<file path="src/rtl/seg_display_driver.sv">
// Four-digit 7-segment driver: binary input -> BCD via sequential double-dabble,
// committed to the display registers only on a scan strobe so a scan never tears.
module seg_display_driver #(
  parameter int DIN_W   = 14,
  parameter int MAX_VAL = 9999
) (
  input  logic             clk,
  input  logic             rst_n,
  input  logic [DIN_W-1:0] din,
  input  logic             din_valid,
  output logic             din_ready,
  input  logic [3:0]       anode,
  input  logic             en,
  input  logic             blank_lz,
  input  logic [3:0]       dp_mask,
  output logic [6:0]       seg,
  output logic             dp,
  output logic [3:0]       an_out,
  output logic             ovf
);

  localparam int SR_W  = DIN_W + 16;
  localparam int CNT_W = $clog2(DIN_W + 1);

  typedef enum logic [1:0] {IDLE, CONVERT, COMMIT} state_t;

  state_t            state, state_nxt;
  logic [SR_W-1:0]   shift_reg;
  logic [SR_W-1:0]   adjusted;
  logic [CNT_W-1:0]  iter;
  logic              pend_ovf;
  logic [3:0]        d3, d2, d1, d0;
  logic              accept;
  logic              over_range;
  logic              conv_done;

  assign accept     = din_valid && din_ready;
  assign over_range = (din > DIN_W'(MAX_VAL));
  assign conv_done  = (iter == CNT_W'(DIN_W - 1));

  always_ff @(posedge clk) begin
    if (!rst_n) state <= IDLE;
    else        state <= state_nxt;
  end

  always_comb begin
    state_nxt = state;
    case (state)
      IDLE:    if (accept) state_nxt = over_range ? COMMIT : CONVERT;
      CONVERT: if (conv_done) state_nxt = COMMIT;
      COMMIT:  if (en) state_nxt = IDLE;
      default: state_nxt = IDLE;
    endcase
  end

  always_comb begin
    din_ready = rst_n && (state == IDLE);
  end

  // Double-dabble correction: any BCD nibble >= 5 gets +3 before the shift.
  always_comb begin
    adjusted = shift_reg;
    for (int k = 0; k < 4; k++) begin
      if (shift_reg[DIN_W + 4*k +: 4] >= 4'd5)
        adjusted[DIN_W + 4*k +: 4] = shift_reg[DIN_W + 4*k +: 4] + 4'd3;
    end
  end

  always_ff @(posedge clk) begin
    if (!rst_n) begin
      shift_reg <= '0;
      iter      <= '0;
      pend_ovf  <= 1'b0;
      d3        <= 4'd0;
      d2        <= 4'd0;
      d1        <= 4'd0;
      d0        <= 4'd0;
      ovf       <= 1'b0;
    end else begin
      case (state)
        IDLE: begin
          if (accept) begin
            pend_ovf  <= over_range;
            shift_reg <= over_range ? '0 : {16'b0, din};
            iter      <= '0;
          end
        end
        CONVERT: begin
          shift_reg <= {adjusted[SR_W-2:0], 1'b0};
          iter      <= iter + 1'b1;
        end
        COMMIT: begin
          if (en) begin
            d3  <= shift_reg[SR_W-1 -: 4];
            d2  <= shift_reg[SR_W-5 -: 4];
            d1  <= shift_reg[SR_W-9 -: 4];
            d0  <= shift_reg[SR_W-13 -: 4];
            ovf <= pend_ovf;
          end
        end
        default: ;
      endcase
    end
  end

  function automatic logic [6:0] decode(input logic [3:0] v);
    case (v)
      4'd0:    decode = 7'b1000000;
      4'd1:    decode = 7'b1111001;
      4'd2:    decode = 7'b0100100;
      4'd3:    decode = 7'b0110000;
      4'd4:    decode = 7'b0011001;
      4'd5:    decode = 7'b0010010;
      4'd6:    decode = 7'b0000010;
      4'd7:    decode = 7'b1111000;
      4'd8:    decode = 7'b0000000;
      4'd9:    decode = 7'b0010000;
      default: decode = 7'h7F;
    endcase
  endfunction

  logic [1:0] sel;
  logic       sel_valid;
  logic [3:0] digit;
  logic       blanked;
  logic [6:0] seg_nxt;
  logic       dp_nxt;
  logic [3:0] an_nxt;

  always_comb begin
    sel       = 2'd0;
    sel_valid = 1'b1;
    case (anode)
      4'b0001: sel = 2'd0;
      4'b0010: sel = 2'd1;
      4'b0100: sel = 2'd2;
      4'b1000: sel = 2'd3;
      default: sel_valid = 1'b0;
    endcase
  end

  // Leading-zero blanking never touches digit 0 and is suppressed on overflow.
  always_comb begin
    digit   = d0;
    blanked = 1'b0;
    case (sel)
      2'd3: begin
        digit   = d3;
        blanked = (d3 == 4'd0);
      end
      2'd2: begin
        digit   = d2;
        blanked = (d3 == 4'd0) && (d2 == 4'd0);
      end
      2'd1: begin
        digit   = d1;
        blanked = (d3 == 4'd0) && (d2 == 4'd0) && (d1 == 4'd0);
      end
      default: begin
        digit   = d0;
        blanked = 1'b0;
      end
    endcase
    blanked = blanked && blank_lz && !ovf;
  end

  always_comb begin
    seg_nxt = 7'h7F;
    dp_nxt  = 1'b1;
    an_nxt  = 4'hF;
    if (sel_valid) begin
      an_nxt = ~anode;
      dp_nxt = ~dp_mask[sel];
      if (ovf)          seg_nxt = 7'b0111111;
      else if (blanked) seg_nxt = 7'h7F;
      else              seg_nxt = decode(digit);
    end
  end

  always_ff @(posedge clk) begin
    if (!rst_n) begin
      seg    <= 7'h7F;
      dp     <= 1'b1;
      an_out <= 4'hF;
    end else begin
      seg    <= seg_nxt;
      dp     <= dp_nxt;
      an_out <= an_nxt;
    end
  end

endmodule

</file>
<file path="config.mk">
export PLATFORM = sky130hd
export DESIGN_NAME = seg_display_driver
export DESIGN_NICKNAME = d
export VERILOG_FILES = /design/src/rtl/seg_display_driver.sv
export SDC_FILE = /design/constraint.sdc
export NUM_CORES = 1
export LEC_CHECK = 0
export ABC_AREA = 1
export BUFFER_PORTS_ARGS = -buffer_cell sky130_fd_sc_hd__buf_2
export CAP_MARGIN = 20
export CORE_MARGIN = 4
export CORE_UTILIZATION = 62
export CTS_BUF_LIST = sky130_fd_sc_hd__clkbuf_8 sky130_fd_sc_hd__clkbuf_16
export CTS_CLUSTER_DIAMETER = 80
export CTS_CLUSTER_SIZE = 10
export DETAILED_ROUTE_END_ITERATION = 12
export PLACE_DENSITY = 0.84
export SYNTH_ARGS = -nofsm -noshare
export SYNTH_HDL_FRONTEND = slang
export SYNTH_SLANG_ARGS = --single-unit
</file>
<file path="constraint.sdc">
create_clock -name clk -period 3.1 [get_ports clk]
set_clock_uncertainty 0.05 [all_clocks]
set_input_delay 0.155 -clock clk [delete_from_list [all_inputs] [get_ports clk]]
set_output_delay 0.155 -clock clk [all_outputs]
set_load 0.01 [all_outputs]
</file>
* Yosys cells after proc, flatten, opt, wreduce, memory -nomap -nowiden
Memory sizes are Yosys's and may differ from the RTL's.
Cells that the tools add are included.
** Storage, ports and cells
- Bits of input ports :: 27
- Memories :: 1
- Register bits :: 66
- Output and inout port bits :: 14
- ROM bits :: 112
** Cells by class
- Equality and inequality tests :: 13
- Reductions and logical operators :: 19
- Magnitude comparators :: 6
- Bitwise operators :: 4
- Mux-type cells :: 22
- Add/subtract/negate cells :: 5
** Memories
- (name not given) :: depth 16, bits a word 7, rd ports 1, clocked after Yosys merged registers in 0, wr ports 0, RTL line 107 : case (v)
** Operators with widths (count)
- case mux 30 bit (2 select lines) :: 1
- 2-to-1 mux 30 bit :: 1
- >= comparator 4 x 3 -> 1 bit (second input constant) :: 4
- 2-to-1 mux 4 bit :: 4
- greater-than comparator 14 bit (second input constant) :: 1
- 2-to-1 mux 14 bit :: 1
- 2-to-1 mux 7 bit :: 2
- adder 4 x 2 -> 4 bit (second input constant) :: 3
- logical NOT 4 bit :: 3
- case mux 2 bit (3 select lines) :: 2
- case mux 4 bit (3 select lines) :: 1
- == test 4 bit (second input constant) :: 2
- 2-to-1 mux 2 bit :: 4
- case mux 4 bit (2 select lines) :: 1
- AND reduction 2 bit :: 4
- OR reduction 4 bit :: 2
- == test 2 bit (second input constant) :: 3
- logical AND 1 bit :: 6
- != test 2 bit (second input constant) :: 3
- adder 4 x 1 -> 4 bit (second input constant) :: 1
- == test 2 x 1 -> 1 bit (second input constant) :: 2
- == test 4 x 1 -> 1 bit (second input constant) :: 1
- == test 4 x 2 -> 1 bit (second input constant) :: 1
- == test 4 x 3 -> 1 bit (second input constant) :: 1
- other kinds (12) :: 15

* Depth between registers and ports, before layout
Gate-level depths: netlist (run 1).
- Word-level depth :: 8
- Depth in mapped cells :: 15

* Worst setup path before layout (run 1)
OpenSTA, ideal clock, no wires.
- Path type :: input -> register
- Start point :: in anode[1]
- End point :: reg seg[0]
- Path buffers :: 0
- Arrival :: 1.418 ns
- Library setup time :: 0.119 ns
- Setup slack :: 1.513 ns
- Cell stages on the path :: 11
- Path through :: nor2_4 > nand2_2 > nand3_4 > nor2_1 > nor2_2 > inv_1 > ha_1 > o21ai_1 > clkinv_1 > o21ai_0 > nand2_1
** On the way
- Longest elaborated chain between the ends :: 7
- Elaborated cells on any way between the ends :: 17
- Classes of those cells :: eq/ne: 7; mux: 4; bitwise: 1; reduce/logical: 4; memory: 1
** Ends and longest elaborated chain
- start: declaration :: RTL line 12 : input logic [3:0] anode,
- parallel branches: the longest is 7 deep, another holds memory (16 x 7 bit)
- end signal: assignment :: RTL line 186 : seg <= seg_nxt;
- end: declaration :: RTL line 16 : output logic [6:0] seg,
Parallel ways; which one is timed is not known.
A chain may end at the register's enable or synchronous reset.

* Worst setup path after layout (run 1)
- Start point :: in anode[2]
- End point :: reg seg[0]
The elaborated chain is that of the path after synthesis.

==> impl_metrics.toml, run 1 <==
[final_layout]
syn_to_final_growth_pct = 13.0
fin_area_um2 = 3750
fillCellCount = 442
final_cells = 559
antenna_cells = 0
drive_gt1_frac = 0.198
register_area_um2 = 1320
largest_register_ff_count = 30
multi_input_area_um2 = 1720
num-nets-final = 528

[drt]
wl_per_cell_um = 12.9
met1Wirelength_mm = 3.31
drt-total-wl_mm = 7.20
wl_met2_mm = 3.47
num_vias = 3000
routed.top_layer = "met4"
drc = 0
dr.first_iter.drc_count = 175
vias_per_cell = 5.37
first_pass_iters = 4
antenna_left = 0
wl_met3_um = 338

[synthesis]
synthTopCellsByArea = "dfxtp_1 (40%), nand2_1 (9.8%), a21oi_1 (6.9%)"
netlist_area_um2 = 3320
synth_top_area_frac = 0.398
yosysTopAreaCell = "dfxtp_1"
synth_edf_count = 0
synthArstFlopShare = 0
yosysWarningCount = 0
synth.avg_cell_area_um2 = 7.47
synth_seq_cells = 66
yosysUniqueCellTypes = 35
synthFlopType = "dfxtp_1"
syn_nets = 487
netlist_instances = 444
ys_seq_area_frac = 0.398

[clock_tree]
h-tree-depth = 3
cts.sinks = 66
postCtsSetupRepairBufs = 0
ctsRootBufferMaster = "clkbuf_8"
cts_buffers = 9
cts.path.max_buffers = 2
insertion_delay_ns = 0.34
clk_pin_slew_ns = 0.08
tritoncts = "yes"

[placed_design]
placed_area_um2 = 3550
detailedPlace.worstSlack_ns = 1.03
port_buffers = 40
routabilityCongestion = 0.846
hpwl_mm = 4.87
placed_cells = 540

[power]
power_leakage_nw = 1.49
power.density_nw_per_um2 = 456
peakVddDrop_mv = 0.294

[setup_path]
arrival_ns = 2.36
r2r_cells = 4
path_class = "input port to flip-flop"
worstPathRequired_ns = 3.29
worst-path-max-fanout = 8
end_kind = "flip-flop"
start_kind = "input port"

[die]
initial_core_util = 0.646
fp.dieW_um = 81.2
dieArea_um2 = 6590
ios = 41
core_um2 = 5140
die_h_um = 81.2
num_rows = 26

[timing]
timing.fmax_mhz = 460
layout_setup_ws_ns = 0.925
setup_viol = 0
maxSlewViolCount = 0
hold_viol = 0
layout_min_cycle_time_ns = 2.18
period_share = 0.702
max_slew_margin = 0.342
tightestPinTransition_ns = 0.985
rsz0062_at_grt = "no"
tns_ns = 0

[grt]
gr-total-overflow = 0
grt_usage = 0.239
grt_pass1_vias = 2722
antenna_found_initial = 0
grt_pass1_wl_mm = 12.2
grt_max_degree = 37

[worst_hold_path]
min_path_type = "input port to flip-flop"
holdPathStages = 3

[outcome]
outcome = "finished, final reports clean"

[job]
maxCapViolCount = 0
==> path summary, 6_finish.rpt <==
check | startpoint | to | slack, ns
setup reg to reg | state[0] | d1[1] | 1.25
hold / removal | din[0] | shift_reg[0] | 0.03
hold reg to reg | d0[0] | d0[0] | 0.41
setup / recovery | anode[2] | seg[0] | 0.92
==> layout by cell type, fill, tap and decap left out, types with 2 or more instances in the layout <==
| master | netlist | final |
|---|---|---|
| a211oi_1 | 2 | 2 |
| a21oi_1 | 46 | 46 |
| a31oi_1 | 12 | 12 |
| buf_2 | 3 | 40 |
| clkbuf_8 | 0 | 9 |
| clkinv_2 | 1 | 5 |
| clkinvlp_4 | 0 | 2 |
| dfxtp_1 | 66 | 66 |
| dlygate4sd3_1 | 0 | 4 |
| ha_1 | 16 | 16 |
| inv_1 | 44 | 44 |
| inv_2 | 10 | 10 |
| nand2_1 | 87 | 87 |
| nand2_4 | 6 | 6 |
| nand3_1 | 44 | 44 |
| nand3_2 | 2 | 2 |
| nand4_1 | 7 | 7 |
| nor2_1 | 15 | 15 |
| nor2_2 | 8 | 8 |
| nor2_4 | 5 | 5 |
| nor3_1 | 4 | 4 |
| o211ai_1 | 2 | 2 |
| o21ai_0 | 32 | 32 |
| o21ai_1 | 3 | 3 |
| or2_2 | 3 | 3 |
| xor2_1 | 4 | 4 |
==> worst max-delay path, cell delays in order <==
cell	delay [ns]
dlygate4sd3_1	0.54
buf_2	0.17
nor2_2	0.25
nand2_4	0.13
nand3_4	0.13
nor2_1	0.06
nor2_2	0.21
inv_1	0.12
ha_1	0.21
o21ai_1	0.14
clkinv_1	0.09
o21ai_0	0.08
nand2_1	0.07
==> layer usage <==
layer	GRT usage	vias up
li1	-	1550
met1	0.304	1380
met2	0.394	62
met3	0.0554	8
met4	0.0861	0
met5	0	-
==> synthesized netlist by cell type, types with 2 or more instances <==
cell type  count
dfxtp_1       66
clkbuf_1      11
nand3_1       44
inv_2         10
nand2_4        6
nand2_1       87
inv_1         44
nand3_2        2
a211oi_1       2
o21ai_1        3
buf_2          3
nor2_1        15
nand4_1        7
xor2_1         4
o21ai_0       32
nor2_4         5
a31oi_1       12
ha_1          16
nor2_2         8
nor3_1         4
or2_2          3
a21oi_1       46
o211ai_1       2
==> what timing repair did <==
item | in CTS | in global routing
hold buffers | 4 | 0
hold endpoints to repair | 4 | 0
resized for setup | 0 | 0
==> cell families (layout without fill, tap and decap cells) <==
family                   count (synthesis)  in the layout  share of synthesized area
AND/OR/NAND/NOR                        185            185                      0.280
AO/OA/AOI/OAI                          101            101                      0.166
buffers and inverters                   72            117                     0.0848
XOR/XNOR                                 4              4                     0.0106
flip-flops                              66             66                      0.398
adder cells (fa/ha/maj)                 16             16                     0.0603
==> power by group <==
part           leakage [nW]  internal, mW  switching [mW]
sequential            0.535         0.877          0.0146
combinational         0.874        0.0706           0.136
clock                0.0806         0.279           0.333
total                  1.49          1.23           0.484
==> final cells by class <==
| cell class | count | share of cell area |
|---|---|---|
| well taps | 70 | 0.0234 |
| clock buffers | 9 | 0.0330 |
| clock inverters | 6 | 0.00935 |
| repair buffers | 45 | 0.0661 |
| multi-input cells | 306 | 0.458 |
| inverters | 57 | 0.0581 |
| flip-flops and latches | 66 | 0.352 |
==> stage by stage <==
stage                util  hold slack, ns  power (mW)
floorplan               -           0.175        1.05
global placement    0.691           0.328        1.11
detailed placement  0.691           0.329        1.11
CTS                 0.729          0.0118        1.72
global route        0.729          0.0125        1.79
finish              0.729          0.0279        1.71
(Power assumes the default switching activity.)
==> inputs of run 2 (changes only) <==
--- a/config.mk
+++ b/config.mk
@@ -9,12 +9,12 @@
 export BUFFER_PORTS_ARGS = -buffer_cell sky130_fd_sc_hd__buf_2
 export CAP_MARGIN = 20
 export CORE_MARGIN = 4
-export CORE_UTILIZATION = 62
+export CORE_UTILIZATION = 52
 export CTS_BUF_LIST = sky130_fd_sc_hd__clkbuf_8 sky130_fd_sc_hd__clkbuf_16
 export CTS_CLUSTER_DIAMETER = 80
 export CTS_CLUSTER_SIZE = 10
 export DETAILED_ROUTE_END_ITERATION = 12
-export PLACE_DENSITY = 0.84
+export PLACE_DENSITY = 0.75
 export SYNTH_ARGS = -nofsm -noshare
 export SYNTH_HDL_FRONTEND = slang
 export SYNTH_SLANG_ARGS = --single-unit
==> constraint.sdc (replaced) <==
create_clock -name clk -period 2 [get_ports clk]
set_clock_uncertainty 0.05 [all_clocks]
set_input_delay 0.1 -clock clk [delete_from_list [all_inputs] [get_ports clk]]
set_output_delay 0.1 -clock clk [all_outputs]
set_load 0.01 [all_outputs]
==> run 2 against run 1 <==
  * Clock power grew 48%
  * Combinational power grew 68%
  * Via count shrank 0.27%
  * Count of clock-buffer cells in the layout is the same
  * Sequential cell count is the same
  * Sequential share of layout area shrank 1.0 points
  * Register-to-register slack lost 0.92 ns
  * Non-clock buffer count grew 11
  * First-iteration DRC count shrank 21%
  * Cell area grew 3.0%
  * Core utilization shrank 9.2 points
  * Critical endpoint is now shift_reg[18]
  * Largest cell class unchanged
==> impl_metrics.toml, run 2 (synthesis gave the netlist of run 1 again) <==
[timing]
setup_viol = 0
layout_min_cycle_time_ns = 1.67
tightestPinTransition_ns = 0.426
timing.fmax_mhz = 597
tns_ns = 0
holdWs_ns = 0.0126
max_slew_margin = 0.715
period_share = 0.837
layout_setup_ws_ns = 0.325
rsz0062_at_grt = "no"
maxSlewViolCount = 0
hold_viol = 0

[setup_path]
path_common_cell = "inv_1"
timing.rr.start = "shift_reg[14]"
reg2reg_slack_ns = 0.33
end_kind = "flip-flop"
arrival_ns = 1.90
path_class = "flip-flop to flip-flop"
path_cells = "inv_1 > ha_1 > or2_2 > nand3_1 > inv_1 > nor3_1 > a21oi_1 > nor2_1"
r2r_cells = 8
worstPathRequired_ns = 2.22
start_kind = "flip-flop"
crit_slowest_cell = "dfxtp_1"
cp_slowest_stage_delay_ns = 0.43
path_buf_inv = 2
worst-path-max-fanout = 6
critPathTopFamily = "simple AND/OR/NAND/NOR gates"
rr_endpoint = "shift_reg[18]"

[final_layout]
layout_commonest_cell = "nand2_1"
num-nets-final = 539
syn_to_final_growth_pct = 16.3
fillCellCount = 502
register_area_um2 = 1320
final_cells = 575
fin_util = 0.637
multi_input_area_um2 = 1720
largest_register_ff_count = 30
final_cell_mix = "nand2_1 (87), dfxtp_1 (66), inv_1 (46), a21oi_1 (46), nand3_1 (44)"
antenna_cells = 0
drive_gt1_frac = 0.198

[drt]
wl_per_cell_um = 12.0
dr.first_iter.drc_count = 138
num_vias = 2992
vias_per_cell = 5.20
drt-total-wl_mm = 6.90
antenna_left = 0
drc = 0
first_pass_iters = 4

[clock_tree]
ctsRootBufferMaster = "clkbuf_8"
postCtsResizedCells = 0
cts.sinks = 66
clk_pin_slew_ns = 0.07
cts.path.max_buffers = 2
insertion_delay_ns = 0.34
cts_buffers = 9
tritoncts = "yes"
h-tree-depth = 3

[grt]
grt_pass1_wl_mm = 12.0
antenna_found_initial = 0
grt_usage = 0.194
grt_max_degree = 36
grt_pass1_vias = 2789
gr-total-overflow = 0

[placed_design]
detailedPlace.worstSlack_ns = 0.159
hpwl_mm = 4.91
placed_cells = 549
routabilityCongestion = 0.829
port_buffers = 40

[power]
power.density_nw_per_um2 = 682
power_leakage_nw = 1.55
peakVddDrop_mv = 0.418

[die]
num_rows = 28
ios = 41
initial_core_util = 0.547
die_h_um = 87.9
dieArea_um2 = 7720
core_um2 = 6060
fp.dieW_um = 87.9

[worst_hold_path]
holdPathStages = 4
whs_endpoint = "dp"
min_path_type = "input port to flip-flop"
min_from = "dp_mask[3]"

[job]
maxCapViolCount = 0

[outcome]
outcome = "finished, final reports clean"
==> run 2: cell count changes in the layout (fill, tap and decap cells not counted) <==
cell,delta
dlygate4sd3_1,+7
buf_4,+3
clkinvlp_4,-2
inv_1,+2
buf_12,+1
==> run 2: stage by stage <==
stage / total power, mW / area, um2
floorplan: 1.63 / 3320
global placement: 1.73 / 3600
detailed placement: 1.74 / 3600
CTS: 2.67 / 3860
global route: 2.77 / 3860
finish: 2.63 / 3860
==> run 2: power by group <==
group          switching, mW  internal, mW  total (mW)  leakage (nW)
Sequential            0.0217          1.36        1.38         0.535
Clock                  0.479         0.424       0.904        0.0910
Combinational          0.215         0.132       0.347         0.927
==> run 2: layout make-up <==
| class | instances | area share |
|---|---|---|
| clock inverters | 6 | 0.00713 |
| repair buffers | 56 | 0.0934 |
| multi-input cells | 306 | 0.444 |
| well taps | 75 | 0.0243 |
| clock buffers | 9 | 0.0321 |
| flip-flops and latches | 66 | 0.342 |
| inverters | 57 | 0.0564 |
==> run 2: how the worst max path moves through the flow <==
stage | start | to | slack [ns] | cells past startpoint
after global placement | anode[1] | seg[0] | 0.22 | 12
after floorplan | anode[1] | seg[0] | 0.47 | 11
after detailed placement | anode[2] | seg[0] | 0.16 | 12
after global routing | shift_reg[14] | shift_reg[18] | 0.18 | 8
final | shift_reg[14] | shift_reg[18] | 0.33 | 8
after CTS | shift_reg[14] | shift_reg[18] | 0.32 | 8
==> run 2: what timing repair did <==
action                    CTS  global route
setup buffers               0             0
hold endpoints to repair   10             0
hold buffers               11             0
==> run 2: per-layer routing <==
| layer | GRT usage | vias to the layer above | part of all wire |
|---|---|---|---|
| met5 | 0 | - | 0 |
| met4 | 0.0934 | 0 | 0.014 |
| met1 | 0.241 | 1338 | 0.48 |
| met2 | 0.325 | 68 | 0.46 |
| met3 | 0.0329 | 10 | 0.050 |
| li1 | - | 1576 | - |
==> run 2: worst register-to-register path, cell delays in order (launching register included) <==
cell	delay [ns]
dfxtp_1	0.43
inv_1	0.10
ha_1	0.21
or2_2	0.30
nand3_1	0.14
inv_1	0.07
nor3_1	0.16
a21oi_1	0.06
nor2_1	0.09
==> inputs of run 3 (changes only) <==
==> constraint.sdc (replaced) <==
create_clock -name clk -period 1.54 [get_ports clk]
set_clock_uncertainty 0.05 [all_clocks]
set_input_delay 0.077 -clock clk [delete_from_list [all_inputs] [get_ports clk]]
set_output_delay 0.077 -clock clk [all_outputs]
set_load 0.01 [all_outputs]
==> run 3 against run 2 <==
  * Register-to-register slack got worse by 0.25 ns
  * Die area did not move
  * Combinational power rose by 53%
  * Via count rose by 7.8%
  * Global-route usage increased by 2.5 points
  * Critical path depth stayed put
  * Sequential share of layout area is 3.4 points lower
  * Sequential cell count stayed put
  * Count of clock-buffer cells in the layout is the same
  * Sequential power up 30%
  * Largest cell class unchanged
  * Highest routed layer unchanged
==> impl_metrics.toml, run 3 (synthesis gave the netlist of run 1 again) <==
[clock_tree]
ctsRootBufferMaster = "clkbuf_8"
clk_pin_slew_ns = 0.07
cts.sinks = 66
insertion_delay_ns = 0.36
h-tree-depth = 3
cts.path.max_buffers = 2
tritoncts = "yes"
cts_buffers = 9

[drt]
dr.first_iter.drc_count = 150
first_pass_iters = 4
vias_per_cell = 5.28
drc = 0
antenna_left = 0
drt-total-wl_mm = 7.98
wl_per_cell_um = 13.1
num_vias = 3224

[setup_path]
crit_cells = 8
timing.rr.start = "d2[0]"
r2r_cells = 8
setup.worst_path.start = "d2[0]"
worst-path-max-fanout = 3
end_kind = "flip-flop"
crit_slowest_cell = "dfxtp_2"
cp_slowest_stage_delay_ns = 0.32
worstPathRequired_ns = 1.73
path_buf_inv = 2
path_common_cell = "nand2_1"
start_kind = "flip-flop"
arrival_ns = 1.66
path_class = "flip-flop to flip-flop"
critPathTopFamily = "simple AND/OR/NAND/NOR gates"
path_cells = "inv_2 > o211ai_1 > nor2_2 > buf_6 > ha_4 > or2_1 > nand2_1 > nand2_1"

[power]
p_int_mw = 2.73
power.density_nw_per_um2 = 880
peakVddDrop_mv = 0.601
seqPwrFrac = 0.474
sw_frac_of_total = 0.279
comb_power_share = 0.140
power_leakage_nw = 1.76
p_sw_mw = 1.06
finalPower_mw = 3.78
clkPwrFrac = 0.385

[timing]
hold_viol = 0
layout_setup_ws_ns = 0.0722
rsz0062_at_grt = "yes"
max_slew_margin = 0.745
tightestPinTransition_ns = 0.382
period_share = 0.953
maxSlewViolCount = 0
holdWs_ns = 0.0184
tns_ns = 0
layout_min_cycle_time_ns = 1.47
timing.fmax_mhz = 681
setup_viol = 0

[final_layout]
fin_util = 0.710
fin_area_um2 = 4300
antenna_cells = 0
num-nets-final = 574
final_cell_mix = "nand2_1 (85), dfxtp_1 (62), a21oi_1 (45)"
layout_commonest_cell = "nand2_1"
syn_to_final_growth_pct = 29.6
largest_register_ff_count = 30
final_cells = 611
drive_gt1_frac = 0.280

[outcome]
outcome = "finished, final reports clean"

[die]
dieArea_um2 = 7720
core_um2 = 6060
initial_core_util = 0.547
num_rows = 28
fp.dieW_um = 87.9
die_h_um = 87.9
ios = 41

[grt]
grt_usage = 0.219
antenna_found_initial = 0
grt_pass1_wl_mm = 13.2
grt_pass1_vias = 2993
grt_max_degree = 36
gr-total-overflow = 0

[placed_design]
hpwl_mm = 5.21
placed_cells = 572
routabilityCongestion = 0.870
port_buffers = 40
placed_area_um2 = 3760
detailedPlace.worstSlack_ns = -0.143

[job]
maxCapViolCount = 0

[worst_hold_path]
min_from = "din[13]"
holdPathStages = 3
min_path_type = "input port to flip-flop"
==> run 3: changes by cell type in the layout (fill, tap and decap cells not counted), sizes merged <==
| cell | delta |
|---|---|
| bufinv | +1 |
| inv | -1 |
| dlygate4sd3 | +9 |
| buf | +26 |
| clkinvlp | +1 |
==> run 3: what timing repair did <==
| item | CTS | global route |
|---|---|---|
| cloned | 0 | 0 |
| endpoints found under the hold margin | 19 | 0 |
| resized for setup | 3 | 31 |
| buffers inserted | 0 | 3 |
| pin swaps | 0 | 9 |
| endpoints found under the setup margin | 9 | 27 |
| hold buffers | 20 | 0 |
==> run 3: routing by layer <==
metal  global-route usage  wire length (um)
met5                    0                 0
met4                0.105               189
met3               0.0480               417
met2                0.364              3860
met1                0.269              3510
==> run 3: cell type report <==
type / instances / area (um2)
Tap cell: 75 / 93.8
Inverter: 57 / 228
Fill cell: 501 / 1760
Multi-Input combinational cell: 306 / 1820
Clock buffer: 9 / 124
Clock inverter: 7 / 70.1
Timing Repair Buffer: 91 / 641
Sequential cell: 66 / 1330
==> run 3: worst reg2reg max path: stages, from the launching register on <==
cell      delay (ns)
dfxtp_2         0.32
inv_2           0.04
o211ai_1        0.21
nor2_2          0.09
buf_6           0.13
ha_4            0.20
or2_1           0.22
nand2_1         0.06
nand2_1         0.04
==> run 3: final timing paths <==
| path | end | slack [ns] |
|---|---|---|
| min reg2reg | shift_reg[14] | 0.41 |
| max reg2reg | seg[3] | 0.07 |
| max | seg[3] | 0.07 |
| min | shift_reg[13] | 0.02 |
==> run 3: power groups by stage <==
stage	clock network (mW)	registers (mW)	logic, mW
after CTS	1.49	1.79	0.496
after global routing	1.58	1.80	0.587
after floorplan	0	1.84	0.284
final	1.46	1.79	0.531
after global placement	0	1.83	0.442
after detailed placement	0	1.83	0.451
